$ cat src/rtl/led_messenger.sv
// led_messenger: drives a WS2812 strip with a scrolling message, one
// character per frame shown as its 8-bit code (lit LED = 1 bit), MSB on LED 0.
// A debounced button cycles the lit colour: red, green, blue, white.
module led_messenger #(
  parameter int CLK_FREQ = 12_000_000,
  parameter int NUM_LEDS = 8,
  parameter int MSG_LEN  = 8
) (
  input  logic clk,
  input  logic rst_n,
  input  logic btn_color,
  output logic led_data
);

  // Bit timing in clock cycles, clamped so every phase lasts at least one
  // cycle and a 1-bit is always longer high than a 0-bit.
  localparam int T0H_RAW    = CLK_FREQ / 2_500_000;
  localparam int T0H        = (T0H_RAW < 1) ? 1 : T0H_RAW;
  localparam int T1H_RAW    = CLK_FREQ / 1_250_000;
  localparam int T1H        = (T1H_RAW < T0H + 1) ? T0H + 1 : T1H_RAW;
  localparam int T0L        = (T1H_RAW < 1) ? 1 : T1H_RAW;
  localparam int T1L        = T0H;
  localparam int TRESET_RAW = CLK_FREQ / 16_000;
  localparam int TRESET     = (TRESET_RAW < 50) ? 50 : TRESET_RAW;
  localparam int TSTEP      = (CLK_FREQ / 4 < 1) ? 1 : CLK_FREQ / 4;
  localparam int TDEB       = CLK_FREQ / 100;

  // TRESET is always the longest serialiser phase, so it sizes the timer.
  localparam int TW = $clog2(TRESET + 1);
  localparam int SW = $clog2(TSTEP + 1);
  localparam int DW = $clog2(TDEB + 2);
  localparam int LW = 5;

  localparam logic [1:0] ST_LATCH = 2'd0;
  localparam logic [1:0] ST_LOAD  = 2'd1;
  localparam logic [1:0] ST_HIGH  = 2'd2;
  localparam logic [1:0] ST_LOW   = 2'd3;

  // Message ROM: "HELLO FAB FUTURE"
  function automatic logic [7:0] msg_rom(input logic [3:0] k);
    logic [7:0] c;
    case (k)
      4'd0:    c = 8'h48;
      4'd1:    c = 8'h45;
      4'd2:    c = 8'h4C;
      4'd3:    c = 8'h4C;
      4'd4:    c = 8'h4F;
      4'd5:    c = 8'h20;
      4'd6:    c = 8'h46;
      4'd7:    c = 8'h41;
      4'd8:    c = 8'h42;
      4'd9:    c = 8'h20;
      4'd10:   c = 8'h46;
      4'd11:   c = 8'h55;
      4'd12:   c = 8'h54;
      4'd13:   c = 8'h55;
      4'd14:   c = 8'h52;
      4'd15:   c = 8'h45;
      default: c = 8'h00;
    endcase
    return c;
  endfunction

  // GRB word for one LED: LED i shows bit (7-i) of the character.
  function automatic logic [23:0] pixel_word(input logic [LW-1:0] idx,
                                             input logic [7:0] ch,
                                             input logic [1:0] mode);
    logic        lit;
    logic [23:0] col;
    if (idx < 5'd8) begin
      lit = ch[3'd7 - idx[2:0]];
    end else begin
      lit = 1'b0;
    end
    case (mode)
      2'd0:    col = 24'h00_20_00;
      2'd1:    col = 24'h20_00_00;
      2'd2:    col = 24'h00_00_20;
      2'd3:    col = 24'h20_20_20;
      default: col = 24'h00_00_00;
    endcase
    return lit ? col : 24'h00_00_00;
  endfunction

  logic [1:0]    state_q, state_d;
  logic [TW-1:0] tmr_q, tmr_d;
  logic [4:0]    bit_q, bit_d;
  logic [LW-1:0] led_q, led_d;
  logic [23:0]   word_q, word_d;
  logic [3:0]    fchar_q, fchar_d;
  logic [1:0]    fmode_q, fmode_d;
  logic          led_data_q;

  logic [3:0]    char_q;
  logic [1:0]    mode_q;
  logic [SW-1:0] step_q;
  logic [DW-1:0] deb_q;
  logic [1:0]    sync_q;
  logic          btn_prev_q;

  logic [23:0]   pix_s;
  logic          cur_bit_s, next_bit_s, last_led_s, led_end_s;
  logic [TW-1:0] low_len_s;
  logic          btn_edge_s, lockout_s;

  // Frame serialiser next state; the LOAD cycle doubles as the last low
  // cycle of the previous bit so LED boundaries keep exact bit timing.
  always_comb begin
    state_d    = state_q;
    tmr_d      = tmr_q;
    bit_d      = bit_q;
    led_d      = led_q;
    word_d     = word_q;
    fchar_d    = fchar_q;
    fmode_d    = fmode_q;
    if (led_q == 5'd0) begin
      pix_s = pixel_word(led_q, msg_rom(char_q), mode_q);
    end else begin
      pix_s = pixel_word(led_q, msg_rom(fchar_q), fmode_q);
    end
    cur_bit_s  = word_q[bit_q];
    next_bit_s = word_q[bit_q - 5'd1];
    last_led_s = (led_q == LW'(NUM_LEDS - 1));
    led_end_s  = (bit_q == 5'd0) && !last_led_s;
    low_len_s  = cur_bit_s ? TW'(T1L) : TW'(T0L);
    case (state_q)
      ST_LATCH: begin
        if (tmr_q == TW'(0)) begin
          state_d = ST_LOAD;
        end else begin
          tmr_d = tmr_q - TW'(1);
        end
      end
      ST_LOAD: begin
        if (led_q == 5'd0) begin
          fchar_d = char_q;
          fmode_d = mode_q;
        end else begin
          fchar_d = fchar_q;
          fmode_d = fmode_q;
        end
        word_d  = pix_s;
        bit_d   = 5'd23;
        tmr_d   = pix_s[23] ? TW'(T1H - 1) : TW'(T0H - 1);
        state_d = ST_HIGH;
      end
      ST_HIGH: begin
        if (tmr_q != TW'(0)) begin
          tmr_d = tmr_q - TW'(1);
        end else if (led_end_s && low_len_s == TW'(1)) begin
          led_d   = led_q + 5'd1;
          state_d = ST_LOAD;
        end else if (led_end_s) begin
          tmr_d   = low_len_s - TW'(2);
          state_d = ST_LOW;
        end else begin
          tmr_d   = low_len_s - TW'(1);
          state_d = ST_LOW;
        end
      end
      ST_LOW: begin
        if (tmr_q != TW'(0)) begin
          tmr_d = tmr_q - TW'(1);
        end else if (bit_q != 5'd0) begin
          bit_d   = bit_q - 5'd1;
          tmr_d   = next_bit_s ? TW'(T1H - 1) : TW'(T0H - 1);
          state_d = ST_HIGH;
        end else if (last_led_s) begin
          led_d   = 5'd0;
          tmr_d   = TW'(TRESET - 1);
          state_d = ST_LATCH;
        end else begin
          led_d   = led_q + 5'd1;
          state_d = ST_LOAD;
        end
      end
      default: begin
        led_d   = 5'd0;
        tmr_d   = TW'(TRESET - 1);
        state_d = ST_LATCH;
      end
    endcase
  end

  // Serialiser registers; output is high exactly while the FSM is in HIGH.
  always_ff @(posedge clk or negedge rst_n) begin
    if (!rst_n) begin
      state_q    <= ST_LATCH;
      tmr_q      <= TW'(TRESET - 1);
      bit_q      <= 5'd0;
      led_q      <= 5'd0;
      word_q     <= 24'h00_00_00;
      fchar_q    <= 4'd0;
      fmode_q    <= 2'd0;
      led_data_q <= 1'b0;
    end else begin
      state_q    <= state_d;
      tmr_q      <= tmr_d;
      bit_q      <= bit_d;
      led_q      <= led_d;
      word_q     <= word_d;
      fchar_q    <= fchar_d;
      fmode_q    <= fmode_d;
      led_data_q <= (state_d == ST_HIGH);
    end
  end

  // Free-running character step timer; the new index is picked up at the
  // next frame's first LOAD.
  always_ff @(posedge clk or negedge rst_n) begin
    if (!rst_n) begin
      step_q <= SW'(0);
      char_q <= 4'd0;
    end else if (step_q == SW'(TSTEP - 1)) begin
      step_q <= SW'(0);
      char_q <= (char_q == 4'(MSG_LEN - 1)) ? 4'd0 : char_q + 4'd1;
    end else begin
      step_q <= step_q + SW'(1);
      char_q <= char_q;
    end
  end

  assign btn_edge_s = sync_q[1] & ~btn_prev_q;
  assign lockout_s  = (deb_q != DW'(0));

  // Button synchroniser, edge detect and lockout-debounced colour counter.
  always_ff @(posedge clk or negedge rst_n) begin
    if (!rst_n) begin
      sync_q     <= 2'b00;
      btn_prev_q <= 1'b0;
      deb_q      <= DW'(0);
      mode_q     <= 2'd0;
    end else begin
      sync_q     <= {sync_q[0], btn_color};
      btn_prev_q <= sync_q[1];
      if (btn_edge_s && !lockout_s) begin
        mode_q <= mode_q + 2'd1;
        deb_q  <= DW'(TDEB);
      end else if (lockout_s) begin
        mode_q <= mode_q;
        deb_q  <= deb_q - DW'(1);
      end else begin
        mode_q <= mode_q;
        deb_q  <= deb_q;
      end
    end
  end

  assign led_data = led_data_q;

endmodule

$ cat config.mk
export PLATFORM = sky130hd
export DESIGN_NAME = led_messenger
export DESIGN_NICKNAME = d
export VERILOG_FILES = /design/src/rtl/led_messenger.sv
export SDC_FILE = /design/constraint.sdc
export NUM_CORES = 1
export LEC_CHECK = 0
export ABC_AREA = 0
export CAP_MARGIN = 20
export CORE_ASPECT_RATIO = 1.1
export CORE_MARGIN = 1
export CORE_UTILIZATION = 57
export CTS_CLUSTER_DIAMETER = 120
export DETAILED_ROUTE_END_ITERATION = 10
export GPL_ROUTABILITY_DRIVEN = 0
export GPL_TIMING_DRIVEN = 0
export PLACE_DENSITY = 0.87
export SETUP_SLACK_MARGIN = 0.1
export SLEW_MARGIN = 20
export SYNTH_ARGS = -nofsm -noshare
export SYNTH_HDL_FRONTEND = slang
export SYNTH_SLANG_ARGS = --single-unit
$ cat constraint.sdc
create_clock -name clk -period 2.38 [get_ports clk]
set_input_delay 0.476 -clock clk [delete_from_list [all_inputs] [get_ports clk]]
set_output_delay 0.476 -clock clk [all_outputs]
set_load 0.05 [all_outputs]
# Word level (Yosys, flattened, before mapping)
# Memories as Yosys holds them, arrays and structs flattened.
# Cells that the tools add are included.
# word_totals
regBits	101
latchBits	0
ramBits	0
romBits	224
in_bits	3
out_inout_bits	1
elab_cells	125
n_memories	2
# classes
n_addsub	10
n_mul	0
div	0
magnitude_cmp	4
eq_ne	22
shifts	0
n_mux	50
n_bitwise	2
reduce_logical	21
# mem_list
name	words	width	rd	rd_clocked_by_memory_dff	write_ports	line_no	source
(name not given)	16	7	1	0	0	42	case (k)
(name not given)	16	7	1	0	0	42	
# ops
op	n
24-bit case mux with 4 select lines	2
24-bit two-way mux	3
10-bit two-way mux	7
10-bit case mux with 4 select lines	1
5-bit two-way mux	7
17-bit two-way mux	2
22-bit by 1-bit adder with 22-bit output (second input constant)	1
22-bit == test (second input constant)	1
22-bit two-way mux	1
5-bit case mux with 2 select lines	2
17-bit nonzero test	1
17-bit by 1-bit subtractor with 17-bit output (second input constant)	1
4-bit two-way mux	4
8-bit two-way mux	2
2-bit == test (second input constant)	7
5-bit by 6-bit < comparator with 1-bit output (second input constant)	2
2-bit != test (second input constant)	6
1-bit binary-select mux with 5-bit select	2
10-bit logical NOT	1
5-bit logical NOT	2
2-bit two-way mux	5
10-bit nonzero test	1
10-bit by 1-bit subtractor with 10-bit output (second input constant)	1
1-bit two-way mux	9
27 further kinds	38

# Depth between registers and ports, before layout
# Gate-level depths: netlist of the first run.
# depth
ltp_word	10
mapped_depth	10
ltp_nobuf	9

# Worst setup path after synthesis of the first run
# No wires, ideal clock.
# synth_path
path_kind	reg2reg
start	register bit_q[0]
end	register tmr_q[0]
setup_time_ns	0.083
arrival_ns	2.425
required_time_ns	2.297
setup_slack_ns	-0.128
stages_incl_launch_ff	11
n_path_buf	1
period_less_slack_ns	2.508
cell_sequence	dfrtp_1 -> inv_1 -> ha_1 -> nor4b_1 -> clkbuf_1 -> nand2_1 -> ha_1 -> mux2_2 -> mux2i_1 -> a221oi_1 -> a221o_1
# synth_between
elab_chain_len	8
word_cells_on_any_way	23
cone_classes	add/sub (3); eq/ne (3); mux (12); reduce/logical (5)
# synth_lines
element	line_no	source
from (decl)	87	logic [4:0] bit_q, bit_d;
from (signal assigned)	199	bit_q <= bit_d;
1-bit binary-select mux with 5-bit select	121	cur_bit_s = word_q[bit_q];
1-bit two-way mux (not written as such)	121	
4-bit two-way mux	125	low_len_s = cur_bit_s ? TW'(T1L) : TW'(T0L);
4-bit by 1-bit subtractor with 5-bit output / 4-bit by 2-bit subtractor with 5-bit output (equally long branches)	157, 154	
10-bit two-way mux	153	end else if (led_end_s) begin
10-bit two-way mux	150	end else if (led_end_s && low_len_s == TW'(1)) begin
10-bit two-way mux	148	if (tmr_q != TW'(0)) begin
10-bit case mux with 4 select lines	126	case (state_q)
to (signal assigned)	189	tmr_q <= TW'(TRESET - 1);
to (signal assigned)	198	tmr_q <= tmr_d;
to (decl)	86	logic [TW-1:0] tmr_q, tmr_d;
# Parallel ways exist; a longest one is shown, timed or not. The select of a mux whose other input is x is not followed.
# A chain may end at the register's enable or synchronous reset.

# Worst setup path in the final report of the first run
# layout_path
start	register tmr_q[1]
end	register tmr_q[0]
# layout_between
elab_chain_len	3
word_cells_on_any_way	9
cone_classes	eq/ne (3); mux (3); reduce/logical (3)
# layout_lines
element	line_no
10-bit nonzero test / 10-bit logical NOT (equally long branches)	148, 162, 128
4-bit != test (no line) (tied with other cells)	-
3-bit AND reduction (no line) / 10-bit case mux with 4 select lines (equally long branches)	-
# Parallel ways exist; a longest one is shown, timed or not.

==> summary.log, run 1 <==
qor: global_routing.met2_usage 0.435
qor: sta.report.final.setup_viol 0
qor: logic_synthesis.synth-seq-area-share 0.440
qor: clock_network.cts_root_buffer sky130_fd_sc_hd__clkbuf_8
qor: routing.detailedRoute.firstIterationViolations 154
qor: pwr.seq_power_share 0.552
qor: sta.setup_slack 0.0355 ns
qor: routing.drt_pre_antenna_iters 5
qor: cells_and_area.final_standard_cell_count_with_taps_included_and_fillers_excluded 606
qor: critical_path.crit_family simple AND/OR/NAND/NOR gates
qor: pwr.vdd_ir_drop_max 0.446 mV
qor: cells_and_area.area_growth 14.9%
qor: placed_design.numPlacedInstances 570
qor: floorplanning.starting_density 0.601
qor: global_routing.globalRoute.busiestLayer met2
qor: routing.ant_nets 0
qor: logic_synthesis.synth_area_leaders sky130_fd_sc_hd__dfrtp_1 40%, sky130_fd_sc_hd__ha_1 7.7%, sky130_fd_sc_hd__xnor2_1 4.2%, sky130_fd_sc_hd__dfstp_2 4.0%, sky130_fd_sc_hd__xor2_1 3.3%
qor: routing.avgViaCountPerCell 6.14
qor: clock_network.clk_latency_worst_skew_pair 0.37 ns
qor: sta.setup_repair_after_global_routing_missed_its_margin yes
qor: min_path.holdCritPathClass reg2reg
qor: sta.max_slew_margin 0.637
qor: logic_synthesis.synthFlopType sky130_fd_sc_hd__dfrtp_1
qor: critical_path.crit_chain inv_2, ha_2, or4b_4, or3_4, buf_8, o21a_1, a2bb2oi_1, a221o_1
qor: logic_synthesis.synthDominantAreaCellType sky130_fd_sc_hd__dfrtp_1
qor: floorplanning.chipWidth 87.3 um
qor: logic_synthesis.yosys.cell_types.count 67
qor: global_routing.grt.met1_usage 0.284
qor: cells_and_area.nets 527
qor: pwr.p_switching 0.000765 W
qor: sta.hold_violations 0
qor: outcome.outcome finished clean
qor: global_routing.grt_first_pass_wirelength 15900 um
qor: floorplanning.die_h 95.9 um
qor: pwr.switching_share 0.272
qor: placed_design.detailedPlace.worstSlack -0.129 ns
qor: logic_synthesis.syn-instance-count 461
qor: logic_synthesis.synthesis.area 4570 um2
qor: placed_design.port-buffer-count 3
qor: logic_synthesis.synth-seq-cells 80
qor: critical_path.critical_path_class reg2reg
qor: logic_synthesis.synth_area_per_cell 9.90 um2
qor: logic_synthesis.yosys_top_cell_area_share 0.400
qor: floorplanning.rows 33
qor: placed_design.place_hpwl 6440 um
qor: sta.totalNegativeSetupSlack 0 ns
qor: clock_network.tritoncts_num_sinks 80
qor: floorplanning.placeableCoreArea 7600 um2
qor: global_routing.grt_util_met3 0.0360
qor: critical_path.cp_launch_type register
qor: global_routing.grt_util_all_layers 0.242
qor: critical_path.critPathBufInv 2
qor: critical_path.end_kind register
qor: global_routing.first_global_vias 3648
qor: sta.hold-worst-slack 0.368 ns
qor: sta.layout_worst_path_cycle_share 0.985
qor: pwr.clock_power_share 0.384
qor: routing.detail_route.wl_per_cell 16.2 um
qor: cells_and_area.final_util 0.690
qor: critical_path.critical-path-slowest-cell sky130_fd_sc_hd__or4b_4
qor: logic_synthesis.syn-num-nets 492
qor: critical_path.worst-path-max-fanout 9
qor: sta.final_period_minus_worst_setup_slack 2.34 ns
qor: sta.maxSlewViolCount 0
qor: global_routing.grt_overflow_total 0
qor: logic_synthesis.synth.yosys.warnings 0
qor: sta.measured_slew_at_the_worst_slew_check_pin 0.540 ns
qor: cells_and_area.drive_above_1_share 0.180
qor: logic_synthesis.async_reset_ff_frac 1.00
qor: clock_network.maximum_buffer_depth_of_the_clock_tree 2
qor: floorplanning.boundaryPins 4
qor: sta.finClkSkew 0.0157 ns
qor: critical_path.critical_path_required 2.68 ns
qor: clock_network.cts_tree yes
qor: critical_path.worst_path_largest_cell_delay 0.51 ns
qor: global_routing.antenna_found_initial 0
qor: clock_network.cts.clk_slew.worst_paths 0.10 ns
qor: routing.drt_wl_total 9790 um
qor: sta.max_freq 0.427 GHz
qor: global_routing.largest_net_degree_at_the_start_of_global_routing 62
qor: pwr.leakagePower 2.26 nW
qor: run.maxCapViolCount 0
qor: logic_synthesis.synth_enable_flop_cells 0
qor: clock_network.cts_max_level 3
qor: critical_path.timing.critical_path.arrival 2.64 ns
qor: cells_and_area.antennaDiodeCount 0
qor: pwr.combinationalPowerShare 0.064
qor: pwr.internal-power 0.00205 W
qor: routing.detailroute.via_count 3721
qor: floorplanning.fp.dieArea 8370 um2
qor: routing.remaining_drc_errors 0
qor: clock_network.numCtsBuffers 9
qor: pwr.powerDensity 537 nW/um2
-- timing repair --
action,in CTS,in global routing
hold buffers,1,0
resized for setup,6,35
endpoints found under the hold margin,10,0
setup endpoints to repair,22,28
pin swaps,2,7
buffers inserted,8,12
-- placed cells by master (no fill, tap or decap), types with 3 or more instances in the layout --
| cell | n |
|---|---|
| sky130_fd_sc_hd__o22ai_1 | 3 |
| sky130_fd_sc_hd__ha_1 | 25 |
| sky130_fd_sc_hd__mux2i_1 | 4 |
| sky130_fd_sc_hd__nand2_1 | 30 |
| sky130_fd_sc_hd__or2_2 | 3 |
| sky130_fd_sc_hd__a21oi_1 | 15 |
| sky130_fd_sc_hd__or3_1 | 5 |
| sky130_fd_sc_hd__o21ai_1 | 3 |
| sky130_fd_sc_hd__and3_1 | 7 |
| sky130_fd_sc_hd__xor2_1 | 17 |
| sky130_fd_sc_hd__nor2b_1 | 7 |
| sky130_fd_sc_hd__nor2_1 | 36 |
| sky130_fd_sc_hd__clkbuf_8 | 10 |
| sky130_fd_sc_hd__inv_1 | 18 |
| sky130_fd_sc_hd__buf_4 | 21 |
| sky130_fd_sc_hd__buf_6 | 4 |
| sky130_fd_sc_hd__or4_1 | 3 |
| sky130_fd_sc_hd__nor3_1 | 11 |
| sky130_fd_sc_hd__a22oi_1 | 3 |
| sky130_fd_sc_hd__nand3_1 | 19 |
| sky130_fd_sc_hd__o41ai_1 | 3 |
| sky130_fd_sc_hd__xnor2_1 | 22 |
| sky130_fd_sc_hd__inv_2 | 3 |
| sky130_fd_sc_hd__buf_2 | 3 |
| sky130_fd_sc_hd__dfrtp_1 | 71 |
| sky130_fd_sc_hd__nand2b_1 | 10 |
| sky130_fd_sc_hd__nor4_1 | 10 |
| sky130_fd_sc_hd__and4_1 | 3 |
| sky130_fd_sc_hd__dfstp_2 | 7 |
| sky130_fd_sc_hd__a31oi_1 | 4 |
| sky130_fd_sc_hd__a32oi_1 | 4 |
| sky130_fd_sc_hd__clkbuf_1 | 4 |
| sky130_fd_sc_hd__o211ai_1 | 3 |
| sky130_fd_sc_hd__nand4_1 | 8 |
| sky130_fd_sc_hd__mux2_2 | 4 |
| sky130_fd_sc_hd__o21ai_0 | 24 |
| sky130_fd_sc_hd__o31a_1 | 3 |
-- power by group through the flow --
stage | registers [W] | logic, W | clock network [W]
after global routing | 0.00157 | 0.000201 | 0.00113
after detailed placement | 0.00157 | 0.000164 | 0
after floorplan | 0.00155 | 0.000107 | 0
after CTS | 0.00155 | 0.000166 | 0.00109
after global placement | 0.00157 | 0.000146 | 0
final | 0.00155 | 0.000181 | 0.00108
-- worst register-to-register path: cells and delay by family, from the launching register on --
kind / cells / cell delay [ns]
AO/OA/AOI/OAI: 3 / 0.59
adder cells (fa/ha/maj): 1 / 0.17
buffers and inverters: 2 / 0.24
flip-flops: 1 / 0.42
AND/OR/NAND/NOR: 2 / 0.87
-- synthesized netlist by cell type (6+ instances only) --
library cell               number
sky130_fd_sc_hd__dfrtp_1       73
sky130_fd_sc_hd__nor2_1        37
sky130_fd_sc_hd__nand2_1       31
sky130_fd_sc_hd__ha_1          28
sky130_fd_sc_hd__o21ai_0       26
sky130_fd_sc_hd__inv_1         22
sky130_fd_sc_hd__xnor2_1       22
sky130_fd_sc_hd__nand3_1       19
sky130_fd_sc_hd__xor2_1        17
sky130_fd_sc_hd__a21oi_1       15
sky130_fd_sc_hd__nor3_1        11
sky130_fd_sc_hd__nand2b_1      10
sky130_fd_sc_hd__nor4_1        10
sky130_fd_sc_hd__clkbuf_1       9
sky130_fd_sc_hd__nand4_1        8
sky130_fd_sc_hd__and3_1         7
sky130_fd_sc_hd__dfstp_2        7
sky130_fd_sc_hd__nor2b_1        7
sky130_fd_sc_hd__or3_1          7
sky130_fd_sc_hd__buf_2          6
-- worst paths after layout --
check                                     start                     end  slack [ns]  cells after the start
min in group asynchronous                 rst_n  fchar_q[2]$_DFFE_PN0P_        0.53                      2
min                         sync_q[0]$_DFF_PN0_     sync_q[1]$_DFF_PN0_        0.37                      0
max reg2reg                tmr_q[1]$_DFFE_PN0P_    tmr_q[0]$_DFFE_PN1P_        0.04                      8
max                        tmr_q[1]$_DFFE_PN0P_    tmr_q[0]$_DFFE_PN1P_        0.04                      8
max in group asynchronous                 rst_n    led_q[0]$_DFFE_PN0P_        1.27                      3
min reg2reg                 sync_q[0]$_DFF_PN0_     sync_q[1]$_DFF_PN0_        0.37                      0
-- metrics by stage --
step	instance area [um2]	power [W]
global placement	4750	0.00171
detailed placement	4770	0.00174
CTS	5070	0.00281
finish	5240	0.00281
global route	5240	0.00290
floorplan	4590	0.00166
-- cell families after synthesis --
group / after synthesis / synth area share
buffers and inverters: 39 / 0.0354
adder cells (fa/ha/maj): 28 / 0.0767
AND/OR/NAND/NOR: 176 / 0.217
XOR/XNOR: 39 / 0.0748
flip-flops: 80 / 0.440
AO/OA/AOI/OAI: 87 / 0.125
multiplexers: 12 / 0.0310
-- metal layers --
layer,share of wire,vias up
li1,-,1731
met1,0.41,1885
met2,0.54,89
met3,0.030,16
met4,0.018,0
met5,0,-
-- area by class of cell --
cell class / count / area [um2]
plain buffers: 16 / 118
clock buffers: 9 / 124
clock inverters: 7 / 86.3
fillers: 549 / 2350
inverters: 22 / 85.1
multi-input cells: 342 / 2470
flip-flops and latches: 80 / 2010
well taps: 105 / 131
repair buffers: 25 / 215
-- state kept, by name, summed over array words and instances (netlist names) --
register,cells
word_q,3
tmr_q,10
led_q,5
deb_q,17
char_q,4
fmode_q,2
mode_q,2
fchar_q,4
led_data,1
sync_q,2
state_q,2
btn_prev_q,1
step_q,22
bit_q,5
(Power assumes the default switching activity.)
==> inputs of run 2 (changes only) <==
- CAP_MARGIN: 20 -> default
- SLEW_MARGIN: 20 -> default
==> run 2 against run 1 <==
Against the previous run: core utilization is 0.066 points lower; largest cell class unchanged; critical path type unchanged; final cell count is 0.50% lower; flip-flop and latch count stayed put.
==> summary.log, run 2 (synthesis results as in run 1) <==
qor: critical_path.critical_path_class reg2reg
qor: critical_path.critical_path_depth 8 [unchanged]
qor: routing.ant_nets 0 [unchanged]
qor: cells_and_area.registers.top_by_ff_count step_q
qor: cells_and_area.nets 524 [-0.57%]
qor: clock_network.clk_latency_worst_skew_pair 0.37 ns [about the same]
qor: routing.detailedRoute.firstIterationViolations 231 [+50%]
qor: clock_network.tritoncts_num_sinks 80 [unchanged]
qor: clock_network.cts_max_level 3 [unchanged]
qor: placed_design.place_hpwl 6400 um [-0.61%]
qor: floorplanning.fp.dieArea 8370 um2 [unchanged]
qor: sta.totalNegativeSetupSlack 0 ns [unchanged]
qor: critical_path.critPathBufInv 2 [unchanged]
qor: placed_design.detailedPlace.worstSlack -0.124 ns [+0.00498 ns]
qor: sta.setup_slack 0.0159 ns [-0.0196 ns]
qor: sta.max_slew_margin 0.629 [-0.00734]
qor: cells_and_area.largestRegisters step_q: 22 flops, deb_q: 17 flops, tmr_q: 10 flops
qor: critical_path.timing.critical_path.arrival 2.66 ns [+0.02 ns]
qor: sta.maxSlewViolCount 0 [unchanged]
qor: sta.final_period_minus_worst_setup_slack 2.36 ns [+0.0196 ns]
qor: sta.hold-worst-slack 0.367 ns [-0.00125 ns]
qor: clock_network.numCtsBuffers 9 [unchanged]
qor: global_routing.grt_overflow_total 0 [unchanged]
qor: floorplanning.placeableCoreArea 7600 um2 [unchanged]
qor: clock_network.maximum_buffer_depth_of_the_clock_tree 2 [unchanged]
qor: critical_path.crit_chain inv_2, ha_1, or4b_4, or3_4, buf_6, o21a_1, a2bb2oi_1, a221o_1
qor: sta.hold_violations 0 [unchanged]
qor: placed_design.dpl-instance-area 4770 um2 [unchanged]
qor: sta.max_freq 0.423 GHz [-0.83%]
qor: sta.layout_worst_path_cycle_share 0.993 [+0.00823]
qor: cells_and_area.drive_above_1_share 0.183 [+0.00309]
qor: critical_path.worst_path_largest_cell_delay 0.51 ns [about the same]
qor: placed_design.port-buffer-count 3 [unchanged]
qor: global_routing.antenna_found_initial 0 [unchanged]
qor: sta.finClkSkew 0.0151 ns [-0.000606 ns]
qor: global_routing.grt_util_all_layers 0.249 [+0.00703]
qor: pwr.powerDensity 543 nW/um2 [+1.2%]
qor: global_routing.first_global_vias 3591 [-1.6%]
qor: cells_and_area.postLayoutCellArea 5240 um2 [about the same]
qor: run.maxCapViolCount 0 [unchanged]
qor: cells_and_area.layout_commonest_cell sky130_fd_sc_hd__dfrtp_1
qor: clock_network.cts_root_buffer sky130_fd_sc_hd__clkbuf_8
qor: critical_path.worst-path-max-fanout 9 [unchanged]
qor: critical_path.end_kind register
qor: critical_path.r2r_setup_slk 0.02 ns [-0.02 ns]
qor: min_path.holdCritPathClass reg2reg
qor: routing.detailroute.via_count 3767 [+1.2%]
qor: pwr.leakagePower 2.25 nW [-0.45%]
qor: routing.detail_route.wl_per_cell 16.9 um [+4.8%]
qor: cells_and_area.leading_cell_types_in_the_layout_fill_and_taps_excluded 71 x sky130_fd_sc_hd__dfrtp_1, 36 x sky130_fd_sc_hd__nor2_1, 30 x sky130_fd_sc_hd__nand2_1
qor: sta.measured_slew_at_the_worst_slew_check_pin 0.548 ns [+0.00826 ns]
qor: global_routing.grt_first_pass_wirelength 16200 um [+2.2%]
qor: cells_and_area.antennaDiodeCount 0 [unchanged]
qor: floorplanning.die_h 95.9 um [unchanged]
qor: routing.avgViaCountPerCell 6.25 [+1.7%]
qor: floorplanning.boundaryPins 4 [unchanged]
qor: clock_network.cts_tree yes
qor: pwr.vdd_ir_drop_max 0.466 mV [+4.6%]
qor: cells_and_area.area_growth 14.7% [about the same]
qor: routing.remaining_drc_errors 0 [unchanged]
qor: floorplanning.chipWidth 87.3 um [unchanged]
qor: critical_path.cp_launch_type register
qor: critical_path.worst-r2r-cell-count 8 [unchanged]
qor: sta.report.final.setup_viol 0 [unchanged]
qor: routing.drt_wl_total 10200 um [+4.2%]
qor: floorplanning.rows 33 [unchanged]
qor: critical_path.critical-path-slowest-cell sky130_fd_sc_hd__or4b_4
qor: floorplanning.starting_density 0.601 [unchanged]
qor: critical_path.crit_family simple AND/OR/NAND/NOR gates
qor: global_routing.largest_net_degree_at_the_start_of_global_routing 63 [+1.6%]
qor: cells_and_area.largest_register_ffs 22 [unchanged]
qor: outcome.outcome finished clean
qor: min_path.hold_depth 0 [unchanged]
qor: routing.drt_pre_antenna_iters 5 [unchanged]
qor: critical_path.critical_path_required 2.67 ns [about the same]
qor: sta.setup_repair_after_global_routing_missed_its_margin yes
qor: clock_network.cts.clk_slew.worst_paths 0.10 ns [about the same]
==> run 2: cell types whose count changed in the layout (fill, tap and decap cells not counted), sizes merged <==
cell      previous run  this run
clkinvlp             1         0
buf                 31        26
inv                 26        27
clkbuf              16        18
==> run 2: cell type report <==
| class | instances | area (um2) |
|---|---|---|
| inverter | 22 | 85.1 |
| sequential | 80 | 2010 |
| clock buffer | 9 | 124 |
| buffer | 16 | 108 |
| timing repair buffer | 22 | 193 |
| multi-input combinational | 342 | 2500 |
| tap | 105 | 131 |
| fill | 561 | 2360 |
| clock inverter | 7 | 83.8 |
==> run 2: report_power, final <==
group | switching [W] | total (W) | leakage [nW] | internal [W]
Clock | 0.000570 | 0.00108 | 0.108 | 0.000509
Combinational | 0.0000957 | 0.000192 | 1.14 | 0.0000965
Sequential | 0.000123 | 0.00157 | 1.01 | 0.00145
Total | 0.000789 | 0.00284 | 2.25 | 0.00206
==> run 2: final timing paths <==
path / start / end
setup reg to reg: tmr_q[1]$_DFFE_PN0P_ / tmr_q[0]$_DFFE_PN1P_
hold reg to reg: sync_q[0]$_DFF_PN0_ / sync_q[1]$_DFF_PN0_
hold / removal: sync_q[0]$_DFF_PN0_ / sync_q[1]$_DFF_PN0_
max in group asynchronous: rst_n / led_q[0]$_DFFE_PN0P_
min in group asynchronous: rst_n / tmr_q[1]$_DFFE_PN0P_
setup / recovery: tmr_q[1]$_DFFE_PN0P_ / tmr_q[0]$_DFFE_PN1P_
==> run 2: through the flow <==
stage	utilization	std cells	total power (W)
floorplan	-	461	0.00166
global placement	0.625	569	0.00171
detailed placement	0.628	570	0.00174
CTS	0.670	595	0.00280
global route	0.690	603	0.00294
finish	0.690	603	0.00284
==> run 2: per-layer routing <==
| metal | track usage | part of all wire | up-vias |
|---|---|---|---|
| met5 | 0 | 0 | - |
| met4 | 0.105 | 0.024 | 0 |
| met3 | 0.0472 | 0.044 | 33 |
| met2 | 0.438 | 0.53 | 141 |
| met1 | 0.298 | 0.41 | 1862 |
| li1 | - | - | 1731 |
==> run 2: timing repair <==
item	in CTS	in global routing
gates resized for setup	8	34
endpoints found under the hold margin	11	0
endpoints found under the setup margin	23	25
hold buffers	1	0
gates cloned	0	0
pin swaps	3	4
setup buffers	9	8
==> inputs of run 3 (changes only) <==
- HOLD_SLACK_MARGIN: default -> 0.15
==> results of run 3 <==
No change in the layout: final DEF, timing and power equal those of run 2.
